==> config.mk <==
export PLATFORM = sky130hd
export DESIGN_NAME = avg_frame_sequencer
export DESIGN_NICKNAME = d
export VERILOG_FILES = /design/src/rtl/avg_pkg.sv /design/src/rtl/avg_bin_counter.sv /design/src/rtl/avg_frame_sequencer.sv
export SDC_FILE = /design/constraint.sdc
export NUM_CORES = 1
export LEC_CHECK = 0
export ABC_AREA = 1
export CAP_MARGIN = 20
export CORE_UTILIZATION = 50
export CTS_CLUSTER_DIAMETER = 50
export DETAILED_ROUTE_END_ITERATION = 8
export PLACE_DENSITY = 0.83
export RECOVER_POWER = 50
export SYNTH_ARGS = -nofsm -noshare
export SYNTH_HDL_FRONTEND = slang
export SYNTH_SLANG_ARGS = --single-unit
==> constraint.sdc <==
create_clock -name clk -period 2.7 [get_ports clk]
set_clock_uncertainty 0.15 [all_clocks]
set_input_delay 0.54 -clock clk [delete_from_list [all_inputs] [get_ports clk]]
set_output_delay 0.54 -clock clk [all_outputs]
set_load 0.05 [all_outputs]
==> src/rtl/avg_pkg.sv <==
// Shared types and defaults for the per-bin growing-sum averager.
// Used by the control sequencer and the averager wrapper.
package avg_pkg;

    localparam int BINS_DEF       = 4;
    localparam int N_AVGS_MAX_DEF = 7;

    typedef enum logic [1:0] {
        S_IDLE,
        S_ACCUM,
        S_DRAIN
    } avg_state_t;

endpackage

==> src/rtl/avg_bin_counter.sv <==
// Modulo-N bin index counter with enable, synchronous clear and
// a last-bin flag; clear takes priority over enable.
module avg_bin_counter #(
    parameter int N = 4,
    parameter int W = $clog2(N)
) (
    input  logic         clk,
    input  logic         reset,
    input  logic         en,
    input  logic         clr,
    output logic [W-1:0] count,
    output logic         at_last
);

    assign at_last = (count == W'(N - 1));

    always_ff @(posedge clk) begin
        if (reset || clr) begin
            count <= '0;
        end else if (en) begin
            count <= at_last ? '0 : count + 1'b1;
        end
    end

endmodule

==> src/rtl/avg_frame_sequencer.sv <==
// Control sequencer for the growing-sum averager: accumulate strobes
// per FFT sample over a 2**shift frame window, then drain BINS means.
module avg_frame_sequencer
    import avg_pkg::*;
#(
    parameter int  BINS       = BINS_DEF,
    parameter int  N_AVGS_MAX = N_AVGS_MAX_DEF,
    localparam int BIN_W      = $clog2(BINS),
    localparam int LOG_W      = $clog2(N_AVGS_MAX + 1)
) (
    input  logic                  clk,
    input  logic                  reset,
    input  logic [LOG_W-1:0]      cfg_log2_avgs,
    input  logic                  clr_flags,
    input  logic                  fft_valid,
    input  logic                  fft_last,
    output logic                  acc_en,
    output logic                  acc_load,
    output logic [BIN_W-1:0]      acc_bin,
    output logic [LOG_W-1:0]      shift,
    output logic                  out_valid,
    input  logic                  out_ready,
    output logic [BIN_W-1:0]      out_bin,
    output logic                  out_last,
    output logic                  busy,
    output logic [N_AVGS_MAX-1:0] frame_cnt,
    output logic                  overflow,
    output logic                  frame_err
);

    localparam int               FW      = N_AVGS_MAX + 1;
    localparam logic [LOG_W-1:0] LOG_MAX = LOG_W'(N_AVGS_MAX);

    avg_state_t state, state_n;

    logic [BIN_W-1:0]      bin_idx;
    logic [BIN_W-1:0]      drain_idx;
    logic                  bin_last;
    logic                  drain_last;
    logic                  bin_adv;
    logic                  bin_clr;
    logic                  drain_adv;
    logic                  acc_take;
    logic                  frame_end;
    logic                  frame_clr;
    logic                  win_end;
    logic                  ferr_set;
    logic                  ovf_set;
    logic                  latch_cfg;
    logic                  skip;
    logic                  skip_n;
    logic [LOG_W-1:0]      cfg_clamped;
    logic [FW-1:0]         win_len;
    logic [N_AVGS_MAX-1:0] win_last;

    assign cfg_clamped = (cfg_log2_avgs > LOG_MAX) ? LOG_MAX : cfg_log2_avgs;
    assign win_len     = FW'(1) << shift;
    assign win_last    = N_AVGS_MAX'(win_len - FW'(1));
    assign win_end     = (frame_cnt == win_last);

    assign out_valid = (state == S_DRAIN);
    assign out_bin   = drain_idx;
    assign out_last  = out_valid && drain_last;
    assign busy      = (state != S_IDLE);

    avg_bin_counter #(.N(BINS), .W(BIN_W)) u_acc_bin (
        .clk     (clk),
        .reset   (reset),
        .en      (bin_adv),
        .clr     (bin_clr),
        .count   (bin_idx),
        .at_last (bin_last)
    );

    avg_bin_counter #(.N(BINS), .W(BIN_W)) u_drain_bin (
        .clk     (clk),
        .reset   (reset),
        .en      (drain_adv),
        .clr     (1'b0),
        .count   (drain_idx),
        .at_last (drain_last)
    );

    always_ff @(posedge clk) begin
        if (reset) begin
            state <= S_IDLE;
        end else begin
            state <= state_n;
        end
    end

    always_comb begin
        state_n   = state;
        acc_take  = 1'b0;
        bin_adv   = 1'b0;
        bin_clr   = 1'b0;
        drain_adv = 1'b0;
        frame_end = 1'b0;
        frame_clr = 1'b0;
        ferr_set  = 1'b0;
        ovf_set   = 1'b0;
        latch_cfg = 1'b0;
        skip_n    = skip;
        unique case (state)
            S_IDLE: begin
                if (fft_valid) begin
                    // Tail of a frame that began during drain is discarded.
                    if (skip) begin
                        skip_n = !fft_last;
                    end else if (fft_last) begin
                        ferr_set = 1'b1;
                        bin_clr  = 1'b1;
                    end else begin
                        acc_take  = 1'b1;
                        bin_adv   = 1'b1;
                        latch_cfg = 1'b1;
                        state_n   = S_ACCUM;
                    end
                end
            end
            S_ACCUM: begin
                if (fft_valid) begin
                    if (fft_last != bin_last) begin
                        ferr_set  = 1'b1;
                        bin_clr   = 1'b1;
                        frame_clr = 1'b1;
                        state_n   = S_IDLE;
                    end else begin
                        acc_take  = 1'b1;
                        bin_adv   = 1'b1;
                        frame_end = bin_last;
                        if (bin_last && win_end) begin
                            state_n = S_DRAIN;
                        end
                    end
                end
            end
            S_DRAIN: begin
                drain_adv = out_ready;
                if (fft_valid) begin
                    ovf_set = 1'b1;
                    skip_n  = !fft_last;
                end
                if (out_ready && drain_last) begin
                    state_n = S_IDLE;
                end
            end
            default: state_n = S_IDLE;
        endcase
    end

    always_ff @(posedge clk) begin
        if (reset) begin
            acc_en    <= 1'b0;
            acc_load  <= 1'b0;
            acc_bin   <= '0;
            shift     <= '0;
            frame_cnt <= '0;
            skip      <= 1'b0;
            overflow  <= 1'b0;
            frame_err <= 1'b0;
        end else begin
            acc_en   <= acc_take;
            acc_load <= acc_take && (state == S_IDLE || frame_cnt == '0);
            acc_bin  <= acc_take ? bin_idx : '0;
            skip     <= skip_n;
            if (latch_cfg) begin
                shift <= cfg_clamped;
            end
            if (frame_clr || (frame_end && win_end)) begin
                frame_cnt <= '0;
            end else if (frame_end) begin
                frame_cnt <= frame_cnt + 1'b1;
            end
            overflow  <= ovf_set || (overflow && !clr_flags);
            frame_err <= ferr_set || (frame_err && !clr_flags);
        end
    end

endmodule

Word-level counts from Yosys, hierarchy flattened. Cells that the tools add are included.

Flip-flop bits (word level): 23. Output and inout port bits: 21. Word-level logic and storage cells: 88.

Add/subtract/negate cells: 4. $lt $le $gt $ge: 1. Equality and inequality tests: 13. Shift-type cells: 1. Multiplexer cells: 35. Bitwise logic cells: 1. Reduce and logical (&&, ||, !) cells: 22.

Operators with widths (count): 2-to-1 mux 1 bit (21); 2-to-1 mux 2 bit (9); inequality test 2 bit, second input constant (5); adder 7 x 1 -> 7 bit, second input constant (1); equality test 7 bit (1); logical AND 1 bit (7); zero test 7 bit (1); left shift 1 x 3 -> 7 bit, first input constant (1); subtractor 7 x 1 -> 7 bit, second input constant (1); equality test 2 bit, second input constant (3); one-hot mux 1 bit (2 select lines) (3); one-hot mux 2 bit (3 select lines) (1); AND reduction 6 bit (1); logical OR 1 bit (5); adder 2 x 1 -> 2 bit, second input constant (2); nonzero test 2 bit (2); OR reduction 2 bit (2); greater-than comparator 3 bit, second input constant (1); 2-to-1 mux 3 bit (1); inequality test 3 bit, second input constant (1); AND reduction 3 bit (1); equality test 2 x 1 -> 1 bit, second input constant (1); zero test 1 bit (2); zero test 2 bit (1); other kinds (3) (3).

Longest topological paths before layout. Gate-level depths: netlist (run 1).

Word-level depth: 8. Depth in mapped cells: 15. Mapped depth without buffers: 15.

Cells and area by module. A second synthesis (run 1) with hierarchy kept.

Cell total of the unflattened synthesis: 203. Area total of the unflattened synthesis: 1326.3 µm².

Modules (own cells, without submodules): avg_frame_sequencer (instances 1, cells each 175, area each 1131.1 µm²); avg_bin_counter (instances 2, cells each 14, area each 97.6 µm²).

Worst setup path before layout (run 1). OpenSTA, ideal clock, no wires.

Kind: register -> output. Start: reg state[1]. End: out out_last. Data arrival time: 2.000 ns. Data required time: 2.010 ns. Setup slack: 0.010 ns. Cell stages (with the launch flop): 5. Buffers on the path: 0. Cells stage by stage: dfxtp_1 > inv_1 > nor2_1 > inv_1 > nor2_1.

Cells in the longest elaborated chain, start to end: 2.

Ends and longest elaborated chain: start: declaration (line avg_frame_sequencer.sv:34) `avg_state_t state, state_n;`; start signal: assignment (line avg_frame_sequencer.sv:88) `state <= state_n;`; equality test 2 bit (line avg_frame_sequencer.sv:61) `assign out_valid = (state == S_DRAIN);`; named net out_valid (line avg_frame_sequencer.sv:21) `output logic out_valid,`; logical AND 1 bit (line avg_frame_sequencer.sv:63) `assign out_last = out_valid && drain_last;`; end: declaration (line avg_frame_sequencer.sv:24) `output logic out_last,`.

The timed path passes the listed nets, and every way through them passes these cells.

Worst setup path after layout (run 1).
Start: reg state[1]. End: out out_valid.

Cells in the longest elaborated chain, start to end: 1.

Ends and longest elaborated chain (line): equality test 2 bit (avg_frame_sequencer.sv:61); end: declaration (avg_frame_sequencer.sv:21).

No other way between the ends.

==> reports/metrics.cfg, run 1 <==
[critical_path]
path_delay_family = buffers and inverters
crit_slowest_cell = clkdlybuf4s50_1
crit_chain = inv_1 > nor2_1 > clkdlybuf4s50_1
arrival_ps = 1900
critPathMaxFanout = 5
crit_path_end_kind = output port
cpPeakStageDelay_ps = 860
required_ps = 2010
critPathBufInv = 2
crit_path_start_kind = flop
critPathKind = flop to output port

[worst_hold_path]
min_path_type = flop to flop

[clock_network]
clock_sinks = 23
hold_buffers = 0
clk_latency_ps = 310
post_cts_resized = 1
htree_levels = 1
root_buffer = clkbuf_4
cts_buffers = 3
postCtsSetupBuffers = 0
clockBufferDepth = 2
cts.reportedPaths.clkPinSlew_ps = 130
cts_tree = done

[routing]
first_pass_iters = 4
drc = 0
wl_per_cell_um = 11.6
viasPerCell = 5.08
vias = 1260
drt-total-wl_mm = 2.89
dr.first_iter.drc_count = 17
antenna_left = 0

[power]
power_frac_comb = 0.381
switching_power_uw = 355
seq_power_share = 0.438
p_leak_nw = 0.741
ir_worst_vdd_v = 0.000382
swShare = 0.400
power_density_nw_per_um2 = 546
p_int_uw = 532
clkPwrFrac = 0.181

[cells_and_area]
antenna_cells = 0
layout-drive-gt1-share = 0.0780
fin_util = 0.662
stdcell_count = 248
area_growth_pct = 26.0
fin_nets = 234
final_cell_area_um2 = 1620
n_fill_cell = 226

[synthesis]
synthMuxAreaShare = 0
synth_nets = 201
yosysSeqAreaShare = 0.357
synth_top_family_by_area = simple AND/OR/NAND/NOR gates
synthCells = 186
synth_xor_area_frac = 0.0330
ys_seq_elements = 23
synth_fa_ha_area_frac = 0.0583
synth-compound-area-share = 0.117
synth.distinct_cells = 26
yosys_warnings = 0
synthSimpleGateAreaFrac = 0.339
avgSynthCellArea_um2 = 6.93
netlist_area_um2 = 1290

[timing]
worst_pin_slew_ps = 511
period_share = 0.960
max_slew_margin = 0.658
hold_viol_final = 0
slew_violations = 0
period_needed_ps = 2590
setup-violations-final = 0
rsz0062_at_grt = false
hold_ws_ps = 329
fmax_mhz = 386
tns_ps = 0

[placed_design]
dpl_cell_area_um2 = 1610
gp_congestion = 0.901
dp_hpwl_mm = 2.31
dp_cells = 244
portBuffers = 29

[global_route]
grt.busiest_layer = met2
grt_max_degree = 14
grt_use_met3 = 0.0377
antenna_found_initial = 0
use_met1 = 0.299
overflow = 0
use_met2 = 0.373
grt_pass1_wl_mm = 4.69
grtUsageTotal = 0.225
grt_pass1_vias = 1087

[outcome]
outcome = finished clean

[floorplanning]
die_y_um = 52.8
die_area_um2 = 2780
num_rows = 18
start_util = 0.525
ioPinCount = 30
die_x_um = 52.8
core_area_um2 = 2450

[flow_run]
drv_cap = 0

-- cell usage in the layout (no fill, tap or decap), types with 4 or more instances in the layout --
| cell type | instances |
|---|---|
| a21oi_1 | 16 |
| clkdlybuf4s50_1 | 23 |
| dfxtp_1 | 23 |
| dlygate4sd3_1 | 5 |
| ha_1 | 6 |
| inv_1 | 27 |
| inv_2 | 4 |
| nand2_1 | 47 |
| nand3_1 | 15 |
| nor2_1 | 17 |
| o21ai_0 | 9 |
-- cell usage after synthesis, drive strengths merged --
| cell | number | area share |
|---|---|---|
| and3 | 1 | 0.0049 |
| nor4 | 2 | 0.0097 |
| nor3 | 3 | 0.020 |
| clkbuf | 1 | 0.0029 |
| ha | 6 | 0.058 |
| inv | 32 | 0.093 |
| xnor2 | 1 | 0.0068 |
| a221oi | 1 | 0.0068 |
| nand2 | 47 | 0.14 |
| dfxtp | 23 | 0.36 |
| nor2 | 19 | 0.065 |
| xor2 | 3 | 0.026 |
| a21oi | 16 | 0.062 |
| o21ai | 10 | 0.042 |
| o211ai | 1 | 0.0058 |
| nor3b | 1 | 0.0097 |
| or2 | 1 | 0.0049 |
| nand3 | 18 | 0.082 |
-- worst register-to-register path, stage by stage (launching register included) --
cell and delay [ps]:
dfxtp_1 400, nor2_1 190, nand2_1 100, ha_1 250, inv_1 140, nand2_1 80, nand2_1 80, nand2_1 50
nand2_1 60, nand3_1 70, nor2_1 200, nand3_2 80, nand2_1 230, nor3b_2 80
-- logic make-up after synthesis --
| family | Yosys count |
|---|---|
| adders and majority gates | 6 |
| xor gates and xnor gates | 4 |
| and+or+nand+nor | 92 |
| buffers and inverters | 33 |
| DFF | 23 |
| AOI/OAI and AO/OA | 28 |
-- sequential cells by signal, indices dropped and copies added (netlist names), 2 cells and up --
name,count
shift,3
acc_bin,2
state,2
u_drain_bin.count,2
frame_cnt,7
u_acc_bin.count,2
-- per-layer routing --
| metal | share of wire | vias to the layer above |
|---|---|---|
| li1 | - | 664 |
| met1 | 0.50 | 573 |
| met2 | 0.46 | 19 |
| met3 | 0.028 | 4 |
| met4 | 0.011 | 0 |
| met5 | 0 | - |
-- power groups by stage --
stage	registers, mW	logic [mW]	clock network (mW)
final	0.389	0.338	0.160
after global placement	0.394	0.337	0
after CTS	0.389	0.346	0.166
after global routing	0.392	0.376	0.177
after detailed placement	0.397	0.345	0
after floorplan	0.438	0.207	0
-- metrics by stage --
| step | power, mW | worst slack, ps |
|---|---|---|
| detailed placement | 0.741 | 339 |
| global route | 0.944 | 34.5 |
| global placement | 0.731 | 388 |
| finish | 0.887 | 109 |
| CTS | 0.901 | 90.1 |
| floorplan | 0.645 | 10.0 |
-- cell type report --
| class | instances | area, µm² | share of cell area |
|---|---|---|---|
| clock inverters | 1 | 5.00 | 0.00308 |
| clock buffers | 3 | 22.5 | 0.0139 |
| well taps | 30 | 37.5 | 0.0231 |
| multi-input cells | 130 | 689 | 0.424 |
| flip-flops and latches | 23 | 460 | 0.284 |
| inverters | 32 | 120 | 0.0740 |
| repair buffers | 29 | 289 | 0.178 |
-- path summary, 6_finish.rpt --
path              slack, ps            to  cells after the start          startpoint
hold / removal          330    acc_bin[1]                      2  u_acc_bin.count[1]
setup reg to reg        440  frame_cnt[2]                     13            shift[1]
setup / recovery        110     out_valid                      3            state[1]
hold reg to reg         330    acc_bin[1]                      2  u_acc_bin.count[1]
Power figures use the tool's default switching activity.
==> inputs of run 2 (changes only) <==
--- a/config.mk
+++ b/config.mk
@@ -12,6 +12,7 @@
 export DETAILED_ROUTE_END_ITERATION = 8
 export PLACE_DENSITY = 0.83
 export RECOVER_POWER = 50
+export SETUP_SLACK_MARGIN = 0.3
 export SYNTH_ARGS = -nofsm -noshare
 export SYNTH_HDL_FRONTEND = slang
 export SYNTH_SLANG_ARGS = --single-unit
==> run 2 against run 1 <==
Power shrank 0.59%. Final cell count is the same. Clock power is essentially flat. Register-to-register slack gained 90 ps. Design area shrank 1.0%. Critical endpoint unchanged.
==> reports/metrics.cfg, run 2 (synthesis results as in run 1) <==
[cells_and_area]
top_register = frame_cnt
largest_registers = frame_cnt (7), shift (3)
area_growth_pct = 24.8
layout-drive-gt1-share = 0.101
multi_input_area_um2 = 699
fin_util = 0.655
final_common_cell = nand2_1
n_fill_cell = 235
fin_nets = 234
stdcell_count = 248
largest_reg_flops = 7
seq_area_um2 = 460
final_cell_mix = nand2_1 (46), inv_1 (25), dfxtp_1 (23), clkdlybuf4s50_1 (17)
antenna_cells = 0

[clock_network]
clk_latency_ps = 310
htree_levels = 1
cts_tree = done
clockBufferDepth = 2
cts_buffers = 3
postCtsSetupBuffers = 0
root_buffer = clkbuf_4
cts.reportedPaths.clkPinSlew_ps = 130
clock_sinks = 23

[routing]
viasPerCell = 5.16
dr.first_iter.drc_count = 45
drt-total-wl_mm = 2.91
antenna_left = 0
vias = 1280
drc = 0
met2WireLength_mm = 1.34
wl_per_cell_um = 11.7
met3_length_um = 138
drt-met1-wl_mm = 1.40
first_pass_iters = 4
topRoutingLayerUsed = met4

[power]
seq_power_share = 0.439
swShare = 0.405
ir_worst_vdd_v = 0.000474
power_density_nw_per_um2 = 548
clkPwrFrac = 0.183
p_int_uw = 525
p_leak_nw = 0.742
switching_power_uw = 357
power_frac_comb = 0.378

[timing]
worst_slack_ps = 392
setup-violations-final = 0
period_needed_ps = 2310
period_share = 0.855
tns_ps = 0
hold_ws_ps = 334
rsz0062_at_grt = false
fmax_mhz = 433
hold_viol_final = 0
slew_violations = 0
worst_pin_slew_ps = 595
max_slew_margin = 0.605

[critical_path]
crit_slowest_cell = dlygate4sd2_1
critPathMaxFanout = 5
path_delay_family = buffers and inverters
reg2reg_from = shift[1]
required_ps = 2010
crit_start = state[1]
crit_path_end_kind = output port
crit_chain = inv_1 > nor2_1 > dlygate4sd2_1
critPathKind = flop to output port
arrival_ps = 1620
critPathBufInv = 2
crit_path_start_kind = flop
cpPeakStageDelay_ps = 570

[floorplanning]
ioPinCount = 30
die_area_um2 = 2780
core_area_um2 = 2450
num_rows = 18
start_util = 0.525
die_x_um = 52.8
die_y_um = 52.8

[worst_hold_path]
min_path_type = flop to flop
min_from = u_acc_bin.count[0]

[global_route]
grt_pass1_wl_mm = 4.77
grtUsageTotal = 0.234
grt_max_degree = 14
antenna_found_initial = 0
overflow = 0
grt_pass1_vias = 1091

[outcome]
outcome = finished clean

[placed_design]
gp_congestion = 0.857
portBuffers = 29
dp_hpwl_mm = 2.32
dp_slack_ps = 390
dp_cells = 244

[flow_run]
drv_cap = 0

## run 2: cell types whose count changed in the layout (fill, tap and decap cells not counted)
cell             before  now
clkbuf_1              0    3
nor2_2                2    3
nand2_1              47   46
nor2_1               17   16
clkdlybuf4s50_1      23   17
inv_2                 4    6
inv_1                27   25
nand2_4               0    1
dlygate4sd2_1         1    3
clkbuf_2              0    1
## run 2: per-stage QoR
stage	instance area [µm²]	total power, mW
after floorplan	1290	0.646
after global placement	1620	0.730
after detailed placement	1620	0.742
after CTS	1640	0.897
after global routing	1610	0.942
final	1610	0.882
## run 2: area by class of cell
| type | instances | share of cell area |
|---|---|---|
| clock inverter | 1 | 0.00311 |
| timing repair buffer | 29 | 0.163 |
| sequential | 23 | 0.286 |
| clock buffer | 3 | 0.0140 |
| inverter | 32 | 0.0747 |
| multi-input combinational | 130 | 0.435 |
| tap | 30 | 0.0233 |
## run 2: power groups by stage
stage                     logic [mW]  clock network, mW  registers (mW)
final                          0.333              0.161           0.387
after global routing           0.371              0.180           0.391
after CTS                      0.341              0.166           0.389
after detailed placement       0.345                  0           0.397
after global placement         0.335                  0           0.395
after floorplan                0.208                  0           0.439
## run 2: worst register-to-register path, delay by kind of cell (launching register included)
family	cells	cell delay (ps)
and+or+nand+nor	13	1150
buffers and inverters	1	120
adders and majority gates	1	250
DFF	1	400
## run 2: layer usage
| metal | GRT usage | vias up |
|---|---|---|
| met1 | 0.314 | 579 |
| met4 | 0.0702 | 0 |
| met5 | 0 | - |
| li1 | - | 661 |
| met2 | 0.378 | 36 |
| met3 | 0.0435 | 4 |
## run 2: repair_timing
item / 4_1_cts / 5_1_grt
hold buffers: 0 / 0
gates resized for setup: 4 / 5
gates cloned: 0 / 0
setup endpoints to repair: 4 / 4
pin swaps: 0 / 0
## run 2: path summary, 6_finish.rpt
kind / end / slack (ps) / cells past startpoint
setup / recovery: out_valid / 390 / 3
hold reg to reg: acc_bin[0] / 330 / 2
hold / removal: acc_bin[0] / 330 / 2
setup reg to reg: state[0] / 530 / 15
==> patch 1, RTL diff (flow settings as in run 2) <==
Reset style: asynchronous (`reset`), changed in 2 clocked blocks.
--- a/src/rtl/avg_frame_sequencer.sv
+++ b/src/rtl/avg_frame_sequencer.sv
@@ -81,7 +81,7 @@
         .at_last (drain_last)
     );
 
-    always_ff @(posedge clk) begin
+    always_ff @(posedge clk or posedge reset) begin
         if (reset) begin
             state <= S_IDLE;
         end else begin
@@ -149,7 +149,7 @@
         endcase
     end
 
-    always_ff @(posedge clk) begin
+    always_ff @(posedge clk or posedge reset) begin
         if (reset) begin
             acc_en    <= 1'b0;
             acc_load  <= 1'b0;
Behaviour: differs if reset is asserted again (counterexample within 4 cycles, from zero or initial values and one cycle with reset high); with reset held inactive, the same outputs for 10 cycles.
==> patch 1 against run 2 <==
- die area grew 6.0%
- critical endpoint is now frame_cnt[2]
- global-route usage grew 0.56 points
- setup slack lost 33 ps
- first-iteration DRC count shrank 80%
- via count shrank 1.3%
- design area grew 6.1%
- wire length grew 5.5%
- area after synthesis grew 6.2%
- utilization grew 2.2 points
- non-clock buffer count grew 1
- sequential cell count is the same
Power is not compared: it rests on default switching activity, and its combinational part moved more than twofold at a synthesized area within 25%.
==> patch 1: results (changes against run 2) <==
** Placement
- The pre-CTS setup slack was 313 ps (-76.7 ps).
- The total of buffers placed on input and output ports is 29 (unchanged).
- The placer congestion estimate came to 0.883 (+3.0%).
- Area of placed instances :: 1700 um2 (+5.1%)
- Half-perimeter wire length after detailed placement :: 2420 um (+4.1%)
- The count of placed standard cells including taps was 239 (-2.0%).

** Critical path
- Broken down by cell family, the worst path's largest delay share belongs to buffers and inverters.
- Among all stages on the critical path, the largest delay is contributed by clkdlybuf4s50_1.
- Critical-path maximum fanout :: 5 (unchanged)
- Stage delay of the slowest cell on the critical path :: 850 ps (+280 ps)
- Arrival time at the worst endpoint :: 1650 ps (+30 ps)

** Routing
- DR vias :: 1,263 (-1.3%)
- The post-detailed-routing wire length is 3070 um (+5.5%).
- DR iter-0 viols :: 9 (-80%)
- The detail-routed via count per cell is 5.20 (+0.70%).
- DR pass1 iterations :: 4 (unchanged)

** Clock tree
- Clock transition at path regs :: 130 ps (about the same)
- The total of cells resized after clock tree synthesis came to 4 (unchanged).
- The post-CTS setup-driven buffer insertion count is 0 (unchanged).
- Buffer type at the clock tree root :: clkbuf_4
- Clock latency on the worst-skew pair, taken at its later pin, is ~320 ps.
- The TritonCTS buffer count was 3 (unchanged).
- The maximum buffer depth of the clock tree came to 2 (unchanged).
- The H-tree depth is 1 (unchanged).
- Clock tree from TritonCTS :: built

** Global routing
- Antenna violations before repair :: 0 (unchanged)
- First-pass GRT wire length :: 5050 um (+5.9%)
- Combined global-route utilization of all metal layers :: 24.0% (+0.56 points)
- Largest net degree at the start of global routing :: 20 (+6)
- The global route total overflow came to 0 (unchanged).

** Power and ir drop
- Reported leakage power :: 0.870 nW
- The worst-case IR drop observed on VDD is between 700 and 800 uV.

** Synthesis
- By area the synthesized netlist is led by dfrtp_1 (35%), nand2_1 (11%), inv_1 (7.7%), nor2_1 (6.3%), dfxtp_1 (5.9%).
- Top cells by instance count after synthesis :: nand2_1 (40), inv_1 (28), nor2_1 (23)
- In the synthesized netlist the dominant register cell turns out to be dfrtp_1.
- Most common cell in the synthesized netlist :: nand2_1
- The number of nets in the synthesized netlist was 195 (-3.0%).
- Fraction of post-synthesis cell area in the top cell type by area :: 34.7% (-0.99 points)
- Async set-or-reset flop fraction in the synthesized netlist :: 82.6% (+83 points)
- Post-synthesis instance total :: 180 (-3.2%)
- The count of yosys warnings during synthesis is 0 (unchanged).
- Distinct cell type count after synthesis :: 29 (+12%)
- Register area share after synthesis :: 40.6% (+4.9 points)

** Cells and area
- Largest registers in the final layout :: frame_cnt: 7 flops, shift: 3 flops
- Number of nets in the layout :: 229 (-2.1%)
- Ratio of cells with drive above 1 in the final layout :: 9.86% (-0.23 points)
- The final antenna diode count came to 0 (unchanged).

** STA
- The headroom to the max-slew limit came to 29.3% (-31 points).

** Min path
- The min-delay analysis places its worst path in the category reg -> reg.

** Run status
- Status :: finished clean
## patch 1: cell types whose count changed after synthesis, sizes merged, moves of 2 or more
cell / change
nand3: -6
dfrtp: +19
nor3: +2
xor2: +3
nor4: -2
dfxtp: -19
nand4: +3
a21oi: -5
nand2: -4
o21ai: -6
nor2: +9
## patch 1: final cells by class
| type | instances | area (um2) |
|---|---|---|
| Clock buffer | 3 | 22.5 |
| Clock inverter | 1 | 5.00 |
| Fill cell | 226 | 816 |
| Inverter | 32 | 120 |
| Multi-Input combinational cell | 124 | 676 |
| Sequential cell | 23 | 556 |
| Tap cell | 30 | 37.5 |
| Timing Repair Buffer | 30 | 290 |
## patch 1: metrics by stage
stage               utilization, %  power (mW)
floorplan                        -        1.18
finish                        67.7        1.56
detailed placement            67.3        1.43
global route                  67.7        1.67
global placement              67.3        1.40
CTS                           68.2        1.58
## patch 1: final timing paths
check                                   start      endpoint  slack (ps)  depth (start not counted)
max                              frame_cnt[2]  frame_cnt[2]         360                          1
min                        u_acc_bin.count[0]    acc_bin[0]         340                          2
max reg2reg                          shift[2]      state[0]         560                         15
min reg2reg                u_acc_bin.count[0]    acc_bin[0]         340                          2
max in group asynchronous               reset      shift[1]         810                          3
min in group asynchronous               reset    acc_bin[1]         950                          3
## patch 1: cells by family after synthesis
group	count (synthesis)	share of synthesized area [%]
AO/OA/AOI/OAI	18	7.40
XOR/XNOR	7	4.48
adder cells (fa/ha/maj)	6	5.48
buffers and inverters	33	9.60
flip-flops	23	40.6
AND/OR/NAND/NOR	93	32.4
## patch 1: power by group
part | internal, mW | switching [mW]
sequential | 0.427 | 0.0946
clock | 0.0554 | 0.106
combinational | 0.275 | 0.603
total | 0.757 | 0.804
## patch 1: per-layer routing
metal  up-vias  share of wire, %  track usage [%]
li1        628                 -                -
met1       586                40             25.4
met3        10               4.5             4.17
met2        39                53             44.3
met4         0               2.4             13.2
met5         -                 0                0
==> patch 2, RTL diff (config.mk and constraints of run 2) <==
Without the edit above. `BINS_DEF`: 4 -> 8.
--- a/src/rtl/avg_pkg.sv
+++ b/src/rtl/avg_pkg.sv
@@ -2,7 +2,7 @@
 // Used by the control sequencer and the averager wrapper.
 package avg_pkg;
 
-    localparam int BINS_DEF       = 4;
+    localparam int BINS_DEF       = 8;
     localparam int N_AVGS_MAX_DEF = 7;
 
     typedef enum logic [1:0] {
Ports: changed (resized acc_bin and out_bin); port bits go from 30 to 32. The function was not compared with the original's and may differ.
==> patch 2 against run 2 <==
- maximum frequency decreased by 0.42%
- design area increased by 12%
- wire length decreased by 0.93%
- power decreased by 1.9%
- sequential cell count increased by 3
- utilization increased by 4.0 points
- die area increased by 10%
- area after synthesis increased by 10%
- setup slack got worse by 9.8 ps
- critical path type unchanged
- critical endpoint is now shift[0]
- largest cell class unchanged
- highest routed layer unchanged
==> patch 2: results (changes against run 2) <==
** Run status
- The flow ran to the end, and the final reports show no timing, DRC or antenna violations.

** Global routing
- The wire length of the first global-routing pass came to 5140 um (+7.8%).
- The number of global-route vias before repair is 1,222 (+12%).
- Largest net degree at the start of global routing :: 16 (+2)
- The total global routing track utilization came to 20.6% (-2.8 points).

** Synthesis
- Post-synthesis instance total :: 205 (+10%)
- Compound-gate portion of the synthesized area :: 9.67% (-2.0 points)
- The post-synthesis cell type count is 29 (+12%).
- Adder-Cell Fraction of Synth Area :: 7.03% (+1.2 points)
- Ranked by instance count, the synthesized netlist is headed by nand2_1 (52), inv_1 (28), dfxtp_1 (26).
- Register area share after synthesis :: 36.6% (+0.83 points)

** Routing
- Final WL :: 2880 um (-0.93%)
- The post-detailed-route wirelength per cell was 10.7 um (-8.7%).
- The number of design-rule violations left by the first detailed-router iteration came to 27 (-40%).

** Cells and area
- The layout cell share with drive strength beyond 1 was 7.53% (-2.6 points).
- The number of filler instances in the final layout came to 230 (-2.1%).
- Area overhead of the layout relative to synthesis :: 26.5%

** Power and ir drop
- Power dissipated in combinational cells :: 184 uW (-45%)
- The internal power came to 612 uW (+17%).
- The static leakage is 0.802 nW (+8.0%).

** Clock tree
- The clock insertion delay at the later pin of the skew report came to 330 ps (+20 ps).
- Post-cts sizing count :: 3 (-1)

** Placement
- The total of buffers placed on input and output ports came to 31 (+6.9%).
- The total placed instance area came to 1780 um2 (+10%).
- Pre-CTS setup slack :: 376 ps (-14.5 ps)
- The count of placed standard cells including taps is 265 (+8.6%).
- The half-perimeter wire length after detailed placement was 2260 um (-2.9%).
- The placer congestion estimate was 0.829 (-3.3%).

** STA
- The worst-margin pin slew came to 587 ps (-8.61 ps).

** Critical path
- The worst stage delay on the critical path is 840 ps (+270 ps).
- The slowest stage of the critical path is the clkdlybuf4s50_1 cell.
==> patch 2: changes by cell type after synthesis, sizes merged, moves of 3 or more <==
cell	delta
o21ai	-7
dfxtp	+3
nand2	+7
a211oi	+3
nor2	+9
==> patch 2: final timing paths <==
| path | start | to | slack (ps) | cells after the start |
|---|---|---|---|---|
| max | shift[0] | shift[0] | 380 | 1 |
| min | u_acc_bin.count[1] | acc_bin[1] | 330 | 2 |
| max reg2reg | shift[2] | state[0] | 620 | 13 |
| min reg2reg | u_acc_bin.count[1] | acc_bin[1] | 330 | 2 |
==> patch 2: layout make-up <==
class,count,share of cell area (%)
clock buffer,3,1.25
clock inverter,1,1.67
inverter,32,6.81
multi-input combinational,145,43.2
sequential,26,28.9
tap,30,2.08
timing repair buffer,32,16.1
==> patch 2: routing by layer <==
metal	up-vias	GRT usage [%]	share of wire, %
met3	4	4.45	3.8
met5	-	0	0
li1	727	-	-
met4	0	6.43	1.3
met2	22	36.5	48
met1	594	24.6	46
